<file path="config.mk">
export PLATFORM = sky130hd
export DESIGN_NAME = pipe_seq_ctrl_flat
export DESIGN_NICKNAME = d
export VERILOG_FILES = /design/src/rtl/pipe_seq_ctrl_if.sv /design/src/rtl/pipe_seq_ctrl.sv /design/src/flat_wrapper.sv
export SDC_FILE = /design/constraint.sdc
export NUM_CORES = 1
export LEC_CHECK = 0
export BUFFER_PORTS_ARGS = -buffer_cell sky130_fd_sc_hd__buf_2
export CAP_MARGIN = 5
export CORE_MARGIN = 4
export CORE_UTILIZATION = 50
export DETAILED_ROUTE_END_ITERATION = 8
export PLACE_DENSITY = 0.75
export SLEW_MARGIN = 10
export SYNTH_ARGS = -nofsm -noshare
export SYNTH_HDL_FRONTEND = slang
export SYNTH_SLANG_ARGS = --single-unit
</file>
<file path="constraint.sdc">
create_clock -name clk -period 2.9 [get_ports clk]
set_clock_uncertainty 0.1 [all_clocks]
set_input_delay 0.58 -clock clk [delete_from_list [all_inputs] [get_ports clk]]
set_output_delay 0.58 -clock clk [all_outputs]
set_load 0.005 [all_outputs]
</file>
<file path="src/rtl/pipe_seq_ctrl_if.sv">
// Handshake bundle between the sequencing controller and the datapath it paces.
// master = controller side, slave = datapath / environment side.
interface pipe_seq_ctrl_if #(
   parameter int IDX_W = 8
);
   logic             start;
   logic             out_ready;
   logic             pipe_en;
   logic             in_rd;
   logic [IDX_W-1:0] in_idx;
   logic             out_valid;
   logic [IDX_W-1:0] out_idx;
   logic             busy;
   logic             done;

   modport master (
      input  start, out_ready,
      output pipe_en, in_rd, in_idx, out_valid, out_idx, busy, done
   );

   modport slave (
      output start, out_ready,
      input  pipe_en, in_rd, in_idx, out_valid, out_idx, busy, done
   );
endinterface

</file>
<file path="src/rtl/pipe_seq_ctrl.sv">
// Sequencer that issues VEC_LEN elements into a fixed-latency pipeline and
// tracks their return, with a global stall driven by downstream out_ready.
//
// state | meaning
// IDLE  | waiting for start, pipeline frozen
// FEED  | issuing elements 0..VEC_LEN-1 into the pipeline
// DRAIN | all issued, waiting for the remaining output beats
// DONE  | single-cycle completion pulse
module pipe_seq_ctrl #(
   parameter int LATENCY_CYCLES = 23,
   parameter int VEC_LEN        = 8,
   parameter int IDX_W          = 8
) (
   input logic            clk,
   input logic            reset,
   pipe_seq_ctrl_if.master bus
);

   typedef enum logic [1:0] {
      S_IDLE  = 2'd0,
      S_FEED  = 2'd1,
      S_DRAIN = 2'd2,
      S_DONE  = 2'd3
   } state_t;

   localparam logic [IDX_W-1:0] LAST_IDX = IDX_W'(VEC_LEN - 1);

   state_t                    state;
   state_t                    state_nxt;
   logic [IDX_W-1:0]          iss_cnt;
   logic [IDX_W-1:0]          out_cnt;
   logic [LATENCY_CYCLES-1:0] vld_sr;

   logic busy;
   logic pipe_en;
   logic in_rd;
   logic out_valid;
   logic accept;
   logic done;
   logic last_iss;
   logic last_out;

   always_ff @(posedge clk or posedge reset) begin
      if (reset) begin
         state <= S_IDLE;
      end else begin
         state <= state_nxt;
      end
   end

   always_comb begin
      state_nxt = state;
      case (state)
         S_IDLE:  if (bus.start) state_nxt = S_FEED;
         S_FEED:  if (last_iss)  state_nxt = S_DRAIN;
         S_DRAIN: if (last_out)  state_nxt = S_DONE;
         S_DONE:  state_nxt = S_IDLE;
         default: state_nxt = S_IDLE;
      endcase
   end

   always_comb begin
      busy      = (state != S_IDLE);
      pipe_en   = busy & bus.out_ready;
      in_rd     = (state == S_FEED) & pipe_en;
      out_valid = vld_sr[LATENCY_CYCLES-1] & busy;
      accept    = out_valid & bus.out_ready;
      done      = (state == S_DONE);
      last_iss  = in_rd & (iss_cnt == LAST_IDX);
      last_out  = accept & (out_cnt == LAST_IDX);
   end

   // Counters saturate on the final element so indices never leave 0..VEC_LEN-1.
   always_ff @(posedge clk or posedge reset) begin
      if (reset) begin
         iss_cnt <= '0;
         out_cnt <= '0;
      end else if ((state == S_IDLE) && bus.start) begin
         iss_cnt <= '0;
         out_cnt <= '0;
      end else begin
         if (in_rd && !last_iss) begin
            iss_cnt <= iss_cnt + 1'b1;
         end
         if (accept && !last_out) begin
            out_cnt <= out_cnt + 1'b1;
         end
      end
   end

   always_ff @(posedge clk or posedge reset) begin
      if (reset) begin
         vld_sr <= '0;
      end else if (pipe_en) begin
         vld_sr[0] <= in_rd;
         for (int i = 1; i < LATENCY_CYCLES; i++) begin
            vld_sr[i] <= vld_sr[i-1];
         end
      end
   end

   assign bus.pipe_en   = pipe_en;
   assign bus.in_rd     = in_rd;
   assign bus.in_idx    = iss_cnt;
   assign bus.out_valid = out_valid;
   assign bus.out_idx   = out_cnt;
   assign bus.busy      = busy;
   assign bus.done      = done;

endmodule

</file>
<file path="src/flat_wrapper.sv">
// flat-port wrapper written by rule: the top's interface ports become plain ports
module pipe_seq_ctrl_flat 
#(
   parameter int LATENCY_CYCLES = 23,
   parameter int VEC_LEN        = 8,
   parameter int IDX_W          = 8
)
  (clk, reset, bus_start, bus_out_ready, bus_pipe_en, bus_in_rd, bus_in_idx, bus_out_valid, bus_out_idx, bus_busy, bus_done);
  pipe_seq_ctrl_if #(.IDX_W(IDX_W)) bus_i ();
  input logic clk;
  input logic reset;
  input wire logic [$bits(bus_i.start)-1:0] bus_start;
  input wire logic [$bits(bus_i.out_ready)-1:0] bus_out_ready;
  output wire logic [$bits(bus_i.pipe_en)-1:0] bus_pipe_en;
  output wire logic [$bits(bus_i.in_rd)-1:0] bus_in_rd;
  output wire logic [$bits(bus_i.in_idx)-1:0] bus_in_idx;
  output wire logic [$bits(bus_i.out_valid)-1:0] bus_out_valid;
  output wire logic [$bits(bus_i.out_idx)-1:0] bus_out_idx;
  output wire logic [$bits(bus_i.busy)-1:0] bus_busy;
  output wire logic [$bits(bus_i.done)-1:0] bus_done;
  assign bus_i.start = bus_start;
  assign bus_i.out_ready = bus_out_ready;
  assign bus_pipe_en = bus_i.pipe_en;
  assign bus_in_rd = bus_i.in_rd;
  assign bus_in_idx = bus_i.in_idx;
  assign bus_out_valid = bus_i.out_valid;
  assign bus_out_idx = bus_i.out_idx;
  assign bus_busy = bus_i.busy;
  assign bus_done = bus_i.done;
  pipe_seq_ctrl #(.LATENCY_CYCLES(LATENCY_CYCLES), .VEC_LEN(VEC_LEN), .IDX_W(IDX_W)) u_core (.clk(clk), .reset(reset), .bus(bus_i));
endmodule
</file>
==> summary.txt <==
Status
  – Status: finished clean

Synthesis
  – Synth top area share: 54.2%
  – Post-synth top area cell: dfrtp_1
  – Yosys Warn Count: 0
  – Top post-synthesis cells by count: 41 x dfrtp_1, 22 x mux2_2, 14 x nor2_1
  – Async S/R FF share, synth: 100%
  – Synthesized flop and latch total: 41
  – Seq/Total Area, Yosys: 54.2%
  – Synth Cell Area: 1890 um^2
  – Top-count cell post-synth: dfrtp_1
  – Largest cells by area after synthesis: dfrtp_1 54%, mux2_2 13%, ha_1 4.6%
  – Synth cell types: 31
  – Syn_area_per_cell: 12.2 um^2
  – Gate Count Post-Synth: 155
  – Ys flop type: dfrtp_1
  – Syn nets: 166
  – Number of synthesized flops with an enable pin: 0

Clocking
  – Resize count post-CTS: 0
  – Clk root buf: clkbuf_8
  – Num Clock Sinks: 41
  – CTS Hold Bufs: 0
  – Htree depth: 2
  – TritonCTS Buffers: 5
  – Post-CTS Setup Bufs: 0
  – CTS tree: done
  – CTS clock-pin slew for the worst setup and hold paths: 80 ps
  – Clk_lat worst skew: 290 ps
  – Worst-case clock buffer depth: 2

Finish
  – Final std cell area, no fill: 2190 um^2
  – Area added between synthesis and finish: 15.5%
  – Ant. Diodes: 0
  – Share of layout cells above drive strength 1: 33.5%
  – # fillers: 303
  – Final layout net count: 195

Timing
  – Setup TNS Final: 0 ps
  – RSZ-0062 raised after global routing: false
  – Fmax: 397 MHz
  – Final Setup Violations: 0
  – Final hold vios: 0
  – Final worst path period share: 86.8%
  – Worst-Margin Slew: 493 ps
  – Final worst path period need: 2520 ps
  – Fin. max-slew vios: 0
  – Relative slew margins: 67.1%

Setup path
  – Cells along the critical path: inv_1 -> ha_1 -> nand2b_1 -> buf_4 -> inv_1 -> buf_2
  – Worst path required time: 2220 ps
  – Critical Path Max Stage Delay: 410 ps
  – Worst Reg-to-Reg Cells: 6
  – Worst EP arrival: 1840 ps
  – Worst Setup End Kind: output pin
  – Slowest library cell on the worst path: dfrtp_1
  – Most used cell along the critical path: inv_1
  – Crit path depth: 6
  – Critical Path Start Type: flip-flop
  – CP bufs+invs: 4
  – Critical-path maximum fanout: 24
  – CP Class: reg2out
  – Cell family with most CP delay: buffers and inverters

Floorplan
  – Core Area: 3660 um^2
  – I/O Pins: 25
  – Starting Density: 51.7%
  – Row cnt: 22
  – Die area: 4830 um^2
  – Die W: 69.5 um
  – DIE HEIGHT: 69.5 um

Power
  – Switching part of the total: 30.3%
  – Part of the power in the clock network: 24.0%
  – Max VDD drop: 0.466 mV
  – Sequential power share: 45.1%
  – Leakage: 1.12 nW
  – Net Sw Power: 0.583 mW
  – Combinational share of power: 31.0%
  – Cell Pwr Density: 879 nW/um^2
  – Power Internal: 1.34 mW

GRT
  – Met3 usage: 5.22%
  – Met2 usage: 25.6%
  – Total gr overflow: 0
  – Top Usage Layer GRT: met2
  – Vias in the first global route: 1,280
  – Largest net degree at the start of global routing: 42
  – First-pass GRT wire length: 5790 um
  – Initial antenna violation count: 0
  – Met1 usage: 17.6%
  – Total track usage: 15.2%

Routing
  – Final WL: 3220 um
  – DR iter-0 viols: 64
  – DRC viols: 0
  – DRT antenna net count: 0
  – Vias: 1,213
  – Routed length per instance: 13.8 um
  – Via-to-Cell Ratio: 5.21
  – Pre-antenna DRT Iters: 4

Placed design
  – Port Buf Inserts: 24
  – Placed Area: 2070 um^2
  – DPL Wire Length: 2350 um
  – GPL Wtd Cong: 0.796

Hold path
  – Hold/Removal Path Class: in2async

Flow run
  – Max_cap viols: 0
[worst register-to-register path: stages, from the launching register on]
cell	delay, ps
dfrtp_1	380
inv_1	100
ha_1	280
nand2b_1	220
o41ai_4	370
nand3_2	140
mux2_4	320
[routing by layer]
| layer | vias up | wire length [um] |
|---|---|---|
| li1 | 586 | - |
| met1 | 603 | 1390 |
| met2 | 19 | 1640 |
| met3 | 5 | 132 |
| met4 | 0 | 50 |
| met5 | - | 0 |
[stage by stage]
step / instances / util [%] / power, mW / setup slack (ps) / hold slack (ps)
CTS: 233 / 59.7 / 1.95 / 341 / 296
detailed placement: 225 / 56.6 / 1.48 / 687 / 361
global placement: 225 / 56.6 / 1.43 / 767 / 362
floorplan: 155 / - / 1.32 / 776 / 343
global route: 233 / 59.7 / 2.06 / 202 / 339
finish: 233 / 59.7 / 1.92 / 384 / 283
[area by class of cell]
type / instances / area [um^2] / area share [%]
Clock inverter: 3 / 46.3 / 2.12
Tap cell: 48 / 60.1 / 2.75
Sequential cell: 41 / 1030 / 46.9
Timing Repair Buffer: 26 / 135 / 6.18
Clock buffer: 5 / 68.8 / 3.15
Multi-Input combinational cell: 102 / 820 / 37.5
Inverter: 8 / 30.0 / 1.37
[worst paths after layout]
path / startpoint / to / slack (ps)
min in group clk: u_core.vld_sr[0]$_DFFE_PP0N_ / u_core.vld_sr[0]$_DFFE_PP0N_ / 380
worst max-delay path: u_core.state[0]$_DFFE_PP0P_ / bus_pipe_en / 380
worst min register to register: u_core.vld_sr[0]$_DFFE_PP0N_ / u_core.vld_sr[0]$_DFFE_PP0N_ / 380
max in group asynchronous: reset / u_core.bus.in_idx[5]$_DFFE_PP0P_ / 2070
worst max register to register: u_core.state[0]$_DFFE_PP0P_ / u_core.state[1]$_DFFE_PP0P_ / 870
worst min-delay path: reset / u_core.vld_sr[8]$_DFFE_PP0N_ / 280
[power by group through the flow]
stage                     registers [mW]  logic, mW  clock network, mW
after global placement             0.861      0.573                  0
after CTS                          0.866      0.608              0.475
final                              0.866      0.595              0.461
after floorplan                    0.846      0.473                  0
after detailed placement           0.878      0.606                  0
after global routing               0.892      0.659              0.508
[kinds of logic after synthesis]
group,after synthesis,share of synthesized area [%]
DFF,41,54.2
buffers and inverters,12,2.51
and+or+nand+nor,50,13.5
xor gates and xnor gates,10,4.63
AOI/OAI and AO/OA,6,3.50
adders and majority gates,7,4.63
muxes,29,17.1
[state kept, by name (all words and copies together), names as in the netlist]
name	count
u_core.bus.out_idx	8
u_core.state	2
u_core.vld_sr	23
u_core.bus.in_idx	8
[cell usage in the layout, fill, tap and decap left out, types with 2 or more instances in the layout]
| master | netlist | final |
|---|---|---|
| and2_1 | 2 | 2 |
| buf_2 | 2 | 24 |
| buf_4 | 0 | 2 |
| clkbuf_8 | 0 | 5 |
| dfrtp_1 | 41 | 41 |
| ha_1 | 7 | 7 |
| inv_1 | 8 | 8 |
| mux2_2 | 22 | 22 |
| mux2i_1 | 6 | 6 |
| nand2_1 | 13 | 13 |
| nand2b_1 | 2 | 2 |
| nand3_1 | 3 | 3 |
| nand3b_1 | 2 | 2 |
| nand4_1 | 3 | 3 |
| nor2_1 | 14 | 14 |
| nor2b_1 | 2 | 2 |
| nor3_1 | 3 | 3 |
| xnor2_1 | 5 | 5 |
| xor2_1 | 5 | 5 |
No activity file was read; power rests on OpenSTA's default activity.
